[src/rtl/port_ingress_buf.sv]
// Per-port ingress FIFO: valid/ready packet intake, optional malformed-packet filter,
// first-word-fall-through egress to the switch core. Filter enabled by PORT_INGRESS_FILTER_EN.
module port_ingress_buf #(
  parameter int          DEPTH   = 4,
  parameter logic [3:0]  PORT_ID = 4'b0001
) (
  input  logic                         clk,
  input  logic                         rst_n,
  input  logic                         valid_in,
  input  logic [3:0]                   source_in,
  input  logic [3:0]                   target_in,
  input  logic [7:0]                   data_in,
  output logic                         ready,
  output logic                         fwd_valid,
  output logic [3:0]                   fwd_source,
  output logic [3:0]                   fwd_target,
  output logic [7:0]                   fwd_data,
  input  logic                         fwd_ready,
  output logic [$clog2(DEPTH+1)-1:0]   count,
  output logic [7:0]                   drop_cnt
);
  localparam int PW = $clog2(DEPTH);
  localparam int CW = $clog2(DEPTH+1);

  typedef struct packed {
    logic [3:0] src;
    logic [3:0] tgt;
    logic [7:0] data;
  } pkt_t;

  pkt_t            mem_q [DEPTH];
  pkt_t            head;
  logic [PW-1:0]   wr_ptr_q, wr_ptr_d, rd_ptr_q, rd_ptr_d;
  logic [CW-1:0]   count_q, count_d;
  logic            accept, drop, push, pop;

  // Handshake qualifiers come only from registered occupancy, never from valid_in.
  assign ready     = (count_q != CW'(DEPTH));
  assign fwd_valid = (count_q != '0);
  assign accept    = valid_in && ready;
  assign push      = accept && !drop;
  assign pop       = fwd_valid && fwd_ready;

`ifdef PORT_INGRESS_FILTER_EN
  logic [7:0] drop_cnt_q, drop_cnt_d;

  assign drop = (source_in != PORT_ID) || !$onehot(target_in) || (target_in == PORT_ID);

  always_comb begin
    drop_cnt_d = drop_cnt_q;
    if (accept && drop && drop_cnt_q != 8'hFF) drop_cnt_d = drop_cnt_q + 8'd1;
  end

  always_ff @(posedge clk) begin
    if (!rst_n) drop_cnt_q <= '0;
    else        drop_cnt_q <= drop_cnt_d;
  end

  assign drop_cnt = drop_cnt_q;
`else
  assign drop     = 1'b0;
  assign drop_cnt = 8'd0;
`endif

  always_comb begin
    wr_ptr_d = wr_ptr_q + PW'(push);
    rd_ptr_d = rd_ptr_q + PW'(pop);
    count_d  = count_q + CW'(push) - CW'(pop);
  end

  always_ff @(posedge clk) begin
    if (!rst_n) begin
      wr_ptr_q <= '0;
      rd_ptr_q <= '0;
      count_q  <= '0;
    end else begin
      wr_ptr_q <= wr_ptr_d;
      rd_ptr_q <= rd_ptr_d;
      count_q  <= count_d;
    end
  end

  // Storage is deliberately not reset; gating on rst_n keeps a reset-cycle packet out.
  always_ff @(posedge clk) begin
    if (rst_n && push) mem_q[wr_ptr_q] <= '{src: source_in, tgt: target_in, data: data_in};
  end

  assign head       = mem_q[rd_ptr_q];
  assign fwd_source = head.src;
  assign fwd_target = head.tgt;
  assign fwd_data   = head.data;
  assign count      = count_q;

endmodule

[config.mk]
export PLATFORM = sky130hd
export DESIGN_NAME = port_ingress_buf
export DESIGN_NICKNAME = d
export VERILOG_FILES = /design/src/rtl/port_ingress_buf.sv
export SDC_FILE = /design/constraint.sdc
export NUM_CORES = 1
export LEC_CHECK = 0
export ABC_AREA = 1
export BUFFER_PORTS_ARGS = -buffer_cell sky130_fd_sc_hd__buf_2
export CAP_MARGIN = 5
export CORE_MARGIN = 2
export CORE_UTILIZATION = 55
export DETAILED_ROUTE_END_ITERATION = 10
export GPL_TIMING_DRIVEN = 0
export MAX_ROUTING_LAYER = met4
export PLACE_DENSITY = 0.83
export SLEW_MARGIN = 10
export SYNTH_ARGS = -nofsm -noshare
export SYNTH_HDL_FRONTEND = slang
export SYNTH_SLANG_ARGS = --single-unit
[constraint.sdc]
create_clock -name clk -period 3.5 [get_ports clk]
set_clock_uncertainty 0.15 [all_clocks]
set_input_delay 0 -clock clk [delete_from_list [all_inputs] [get_ports clk]]
set_output_delay 0 -clock clk [all_outputs]
set_load 0.02 [all_outputs]
Yosys cells after proc, flatten, opt, wreduce, memory -nomap -nowiden
Memory sizes are Yosys's and may differ from the RTL's. A register that Yosys moved wholly into a read port is not among the register bits. Cells that the tools add are included. W data, S select, Z words.

Bits in writable memories: 64. Memories kept: 1. Register bits after elaboration: 7. Logic and storage cells: 16.

Memory list: mem_q (depth 4, width 16, read ports 1, clocked after memory_dff 1, wr ports 1, line 31) `pkt_t mem_q [DEPTH];`.

Equal/unequal tests: 1. $add $sub $neg: 4. Mux-type cells: 3. Reduce and logical (&&, ||, !) cells: 4.

Operators by type and width (count): $add A2 B1 Y2 (2); $add A3 B1 Y3 (1); $logic_and A1 B1 Y1 (3); $ne A3 B3 Y1 const B (1); $reduce_bool A3 Y1 (1); $sub A3 B1 Y3 (1); $mux W1 (2); $mux W2 (1).

Depth between registers and ports, before layout
Word-level depth: 5. Depth in mapped cells: 11.

Least setup slack after synthesis
No wires, ideal clock.

Path type: register to register. From: register count_q[1], in the netlist count[1]. To: memory mem_q[1][0] (netlist bit) (enable). Stages on the path, launching flop included: 7. Setup slack: 1311 ps. Arrival: 1651 ps. Cell sequence: dfxtp_1 nor2_2 nand2_2 nand2_2 nor2_2 nand2_1 nor2_1.

Longest elaborated chain between the ends: 5.

Ends and longest elaborated chain: start: declaration (line 34) `logic [CW-1:0] count_q, count_d;`; start signal: assignment (line 79) `count_q <= count_d;`; $ne A3 B3 Y1 (line 38) `assign ready = (count_q != CW'(DEPTH));`; named net ready (line 13) `output logic ready,`; $logic_and A1 B1 Y1 (line 40) `assign accept = valid_in && ready;`; $logic_and A1 B1 Y1 (line 85) `if (rst_n && push) mem_q[wr_ptr_q] <= '{src: source_in, tgt: target_in, data: data_in};`; $mux W1 (line 85); $mux W1 (not written as such) (line 85); end: declaration (line 31).

The timed path passes the listed nets, and every way through them passes these cells.

Final worst setup path
From: register count_q[1], in the netlist count[1]. To: memory mem_q[2][14] (netlist bit) (enable).

Longest elaborated chain between the ends: 5.

Ends and longest elaborated chain (line): $ne A3 B3 Y1 (38); $logic_and A1 B1 Y1 (40); $logic_and A1 B1 Y1 (85); $mux W1 (85); $mux W1 (not written as such) (85).

Every way passes these cells.

==> summary.md <==
| Metric | Value |
|---|---|
| Run status | finished clean |
| Max_cap viols | 0 |
| Final Cell Area | 3670 um^2 |
| Mapped Area | 2940 um^2 |
| Nets | 318 |
| Logic pwr share | 32.8% |
| Vias | 1873 |
| Overall power | 2470 uW |
| Vias per cell | 5.06 |
| Routed WL | 5630 um |
| CP Class | reg -> reg |
| PD cells | 672 nW/um^2 |
| CTS tree | done |
| Max FO, Critical Path | 16 |
| Largest family of logic cells by synthesized area | compound AO/OA/AOI/OAI gates |
| Worst rel slew slack | 41.3% |
| Full die area | 5950 um^2 |
| Global-route wire length before repair | 8570 um |
| R2R depth | 6 |
| Critical Path End Type | flop |
| Resize count post-CTS | 0 |
| Grt total ovfl | 0 |
| Post-synthesis mux area share | 0% |
| Layout area overhead | 24.8% |
| Leakage | 0.00141 uW |
| Peak VDD IR | 0.000466 V |
| Cell count after synthesis | 216 |
| Total track usage | 20.6% |
| Reg-to-Reg End | mem_q[2][14] |
| Adder-Cell Fraction of Synth Area | 1.53% |
| Switching share of power | 34.1% |
| P_int | 1630 uW |
| Hold Path Depth | 2 |
| Post-layout min period | 2.04 ns |
| CTS clk-pin slew, worst paths | 0.07 ns |
| Antenna fix cells | 0 |
| Antenna violations before repair | 0 |
| Clock share of power | 25.0% |
| Fin Setup TNS | 0 ns |
| Antenna-violating nets left | 0 |
| Dominant cell type by area after synthesis | edfxtp_1 |
| Max-slew violations | 0 |
| Worst EP required | 3.31 ns |
| FILL cells | 367 |
| DR iter-0 viols | 139 |
| Placed Cells | 335 |
| Hold path endpoint | mem_q[3][14] |
| Min-delay worst type | in -> reg |
| First drt pass iteration count | 4 |
| Share of cells above drive strength 1 | 35.0% |
| Avg WL per Cell | 15.2 um |
| Largest cells by area after synthesis | edfxtp_1 65%, nor2_1 5.1%, dfxtp_1 4.8% |
| Post-CTS setup buffers | 0 |
| Die X-Extent | 77.1 um |
| Compound-Gate Fraction of Synth Area | 12.3% |
| Pin count of the biggest net entering global routing | 17 |
| Switching pwr | 840 uW |
| Cell Area, Placed | 3290 um^2 |
| H-Tree Depth | 3 |
| Post-CTS Hold Fix Bufs | 19 |
| Simple-Gate Fraction of Synth Area | 8.55% |
| Area share of the largest cell type after synthesis | 65.3% |
| Synth cell types | 25 |
| Max Fclk | 490 MHz |
| XOR/XNOR Fraction of Synth Area | 0.595% |
| Rows | 26 |
| WP data arrival | 1.85 ns |
| Synth Warn # | 0 |
| Cts bufs inserted | 9 |
| Starting Density | 57.2% |
| HPWL after DPL | 3430 um |
| Vias in the first global route | 1748 |
| Setup ws final | 1.46 ns |
| I/O Buffers | 40 |
| Sequential area share after synthesis | 70.1% |
| Final Hold Fails | 0 |
| R2R Setup Slk | 1.46 ns |
| Clk sinks | 71 |
| Die height | 77.1 um |
| Residual DRC | 0 |
| Non-filler cells, final | 370 |
| Clk root buf | clkbuf_8 |
| Sequential share of power | 42.2% |
| Core Footprint | 5140 um^2 |
| Max Root-Sink Buffers | 2 |
| Worst skew pair latency | 0.33 ns |
| #FFs+latches synth | 71 |
| Setup WS pre-CTS | 1.47 ns |
| Io pins | 49 |
| Placer congestion estimate | 0.740 |
| RSZ-0062 raised after global routing | false |
| Launch point of the worst reg-to-reg path | count[1] |
| CP Launch Type | flop |
| Mapped Avg Cell Area | 13.6 um^2 |
| Period utilization | 58.3% |
| Worst-Margin Slew | 0.880 ns |
| Hold path start | source_in[2] |
| Finish-stage setup viols | 0 |
## Yosys cell counts
library cell / n
a21oi_2: 1
buf_2: 1
buf_4: 9
buf_6: 7
conb_1: 1
dfxtp_1: 7
edfxtp_1: 64
fa_1: 1
ha_1: 2
inv_1: 10
inv_2: 1
inv_4: 1
nand2_1: 13
nand2_2: 3
nand3_1: 1
nand3_2: 1
nand4_1: 1
nor2_1: 40
nor2_2: 2
o21ai_0: 9
o21ai_1: 13
o21ai_2: 10
o22ai_1: 7
o22ai_2: 9
xnor2_1: 2
## registers in the layout, indices dropped and copies added (netlist names)
register	count
rd_ptr_q	2
mem_q	64
count	3
wr_ptr_q	2
## worst max path at each step
stage	from	to	slack [ns]	cells past startpoint
2_1_floorplan	count[1]	mem_q[1][0]	1.31	6
3_3_place_gp	count[1]	mem_q[0][7]	1.05	6
3_5_place_dp	count[1]	mem_q[1][7]	1.47	6
4_1_cts	count[1]	mem_q[1][10]	1.45	6
5_1_grt	count[1]	mem_q[1][4]	1.30	6
6_report	count[1]	mem_q[2][14]	1.46	6
## per-layer routing
layer / routed length [um] / track usage [%] / vias to the layer above / part of all wire [%]
met3: 311 / 6.00 / 8 / 5.5
met1: 2330 / 24.4 / 882 / 41
met4: 124 / 10.9 / 0 / 2.2
met2: 2860 / 32.2 / 71 / 51
li1: - / - / 912 / -
met5: 0 / - / - / 0
## critical path: stages, from the launching register on
cell	delay (ns)
dfxtp_1	0.41
nor2_2	0.08
nand2_2	0.08
nand2_2	0.07
nor2_2	0.10
nand2_1	0.10
nor2_2	0.68
## stage by stage
stage,util [%],hold WS (ns)
finish,71.4,0.262
global route,71.4,0.255
CTS,71.4,0.246
detailed placement,64.0,0.0712
global placement,63.3,0.0628
floorplan,-,-0.0565
## power groups by stage
stage | Combinational, uW | Sequential (uW) | Clock [uW]
finish | 808 | 1040 | 617
detailed placement | 786 | 1060 | 0
floorplan | 542 | 1070 | 0
CTS | 805 | 1040 | 629
global route | 872 | 1050 | 665
global placement | 763 | 1060 | 0
## layout make-up
cell class	count	area, um^2	share of cell area (%)
Sequential cell	71	2060	56.2
Multi-Input combinational cell	123	717	19.5
Timing Repair Buffer	61	417	11.3
Buffer	17	151	4.12
Clock buffer	11	131	3.58
Tap cell	70	87.6	2.39
Clock inverter	5	58.8	1.60
Inverter	12	47.5	1.29
## cells by family (layout without fill, tap and decap cells)
group                      Yosys count  count (layout)
AOI/OAI and AO/OA                   49              49
DFF                                 71              71
and+or+nand+nor                     61              61
adders and majority gates            3               3
xor gates and xnor gates             2               2
other                                1               8
buffers and inverters               29             106
## cell usage in the layout (no fill, tap or decap), drive strengths merged
cell type / netlist / final
dfxtp: 7 / 7
a21oi: 1 / 1
fa: 1 / 1
buf: 17 / 59
clkbuf: 0 / 11
bufinv: 0 / 1
clkinvlp: 0 / 2
ha: 2 / 2
inv: 12 / 12
nor2: 42 / 42
xnor2: 2 / 2
clkinv: 0 / 2
dlygate4sd3: 0 / 19
o22ai: 16 / 16
o21ai: 32 / 32
edfxtp: 64 / 64
nand2: 16 / 16
nand3: 2 / 2
conb: 1 / 8
nand4: 1 / 1
No activity file was read; power rests on OpenSTA's default activity.
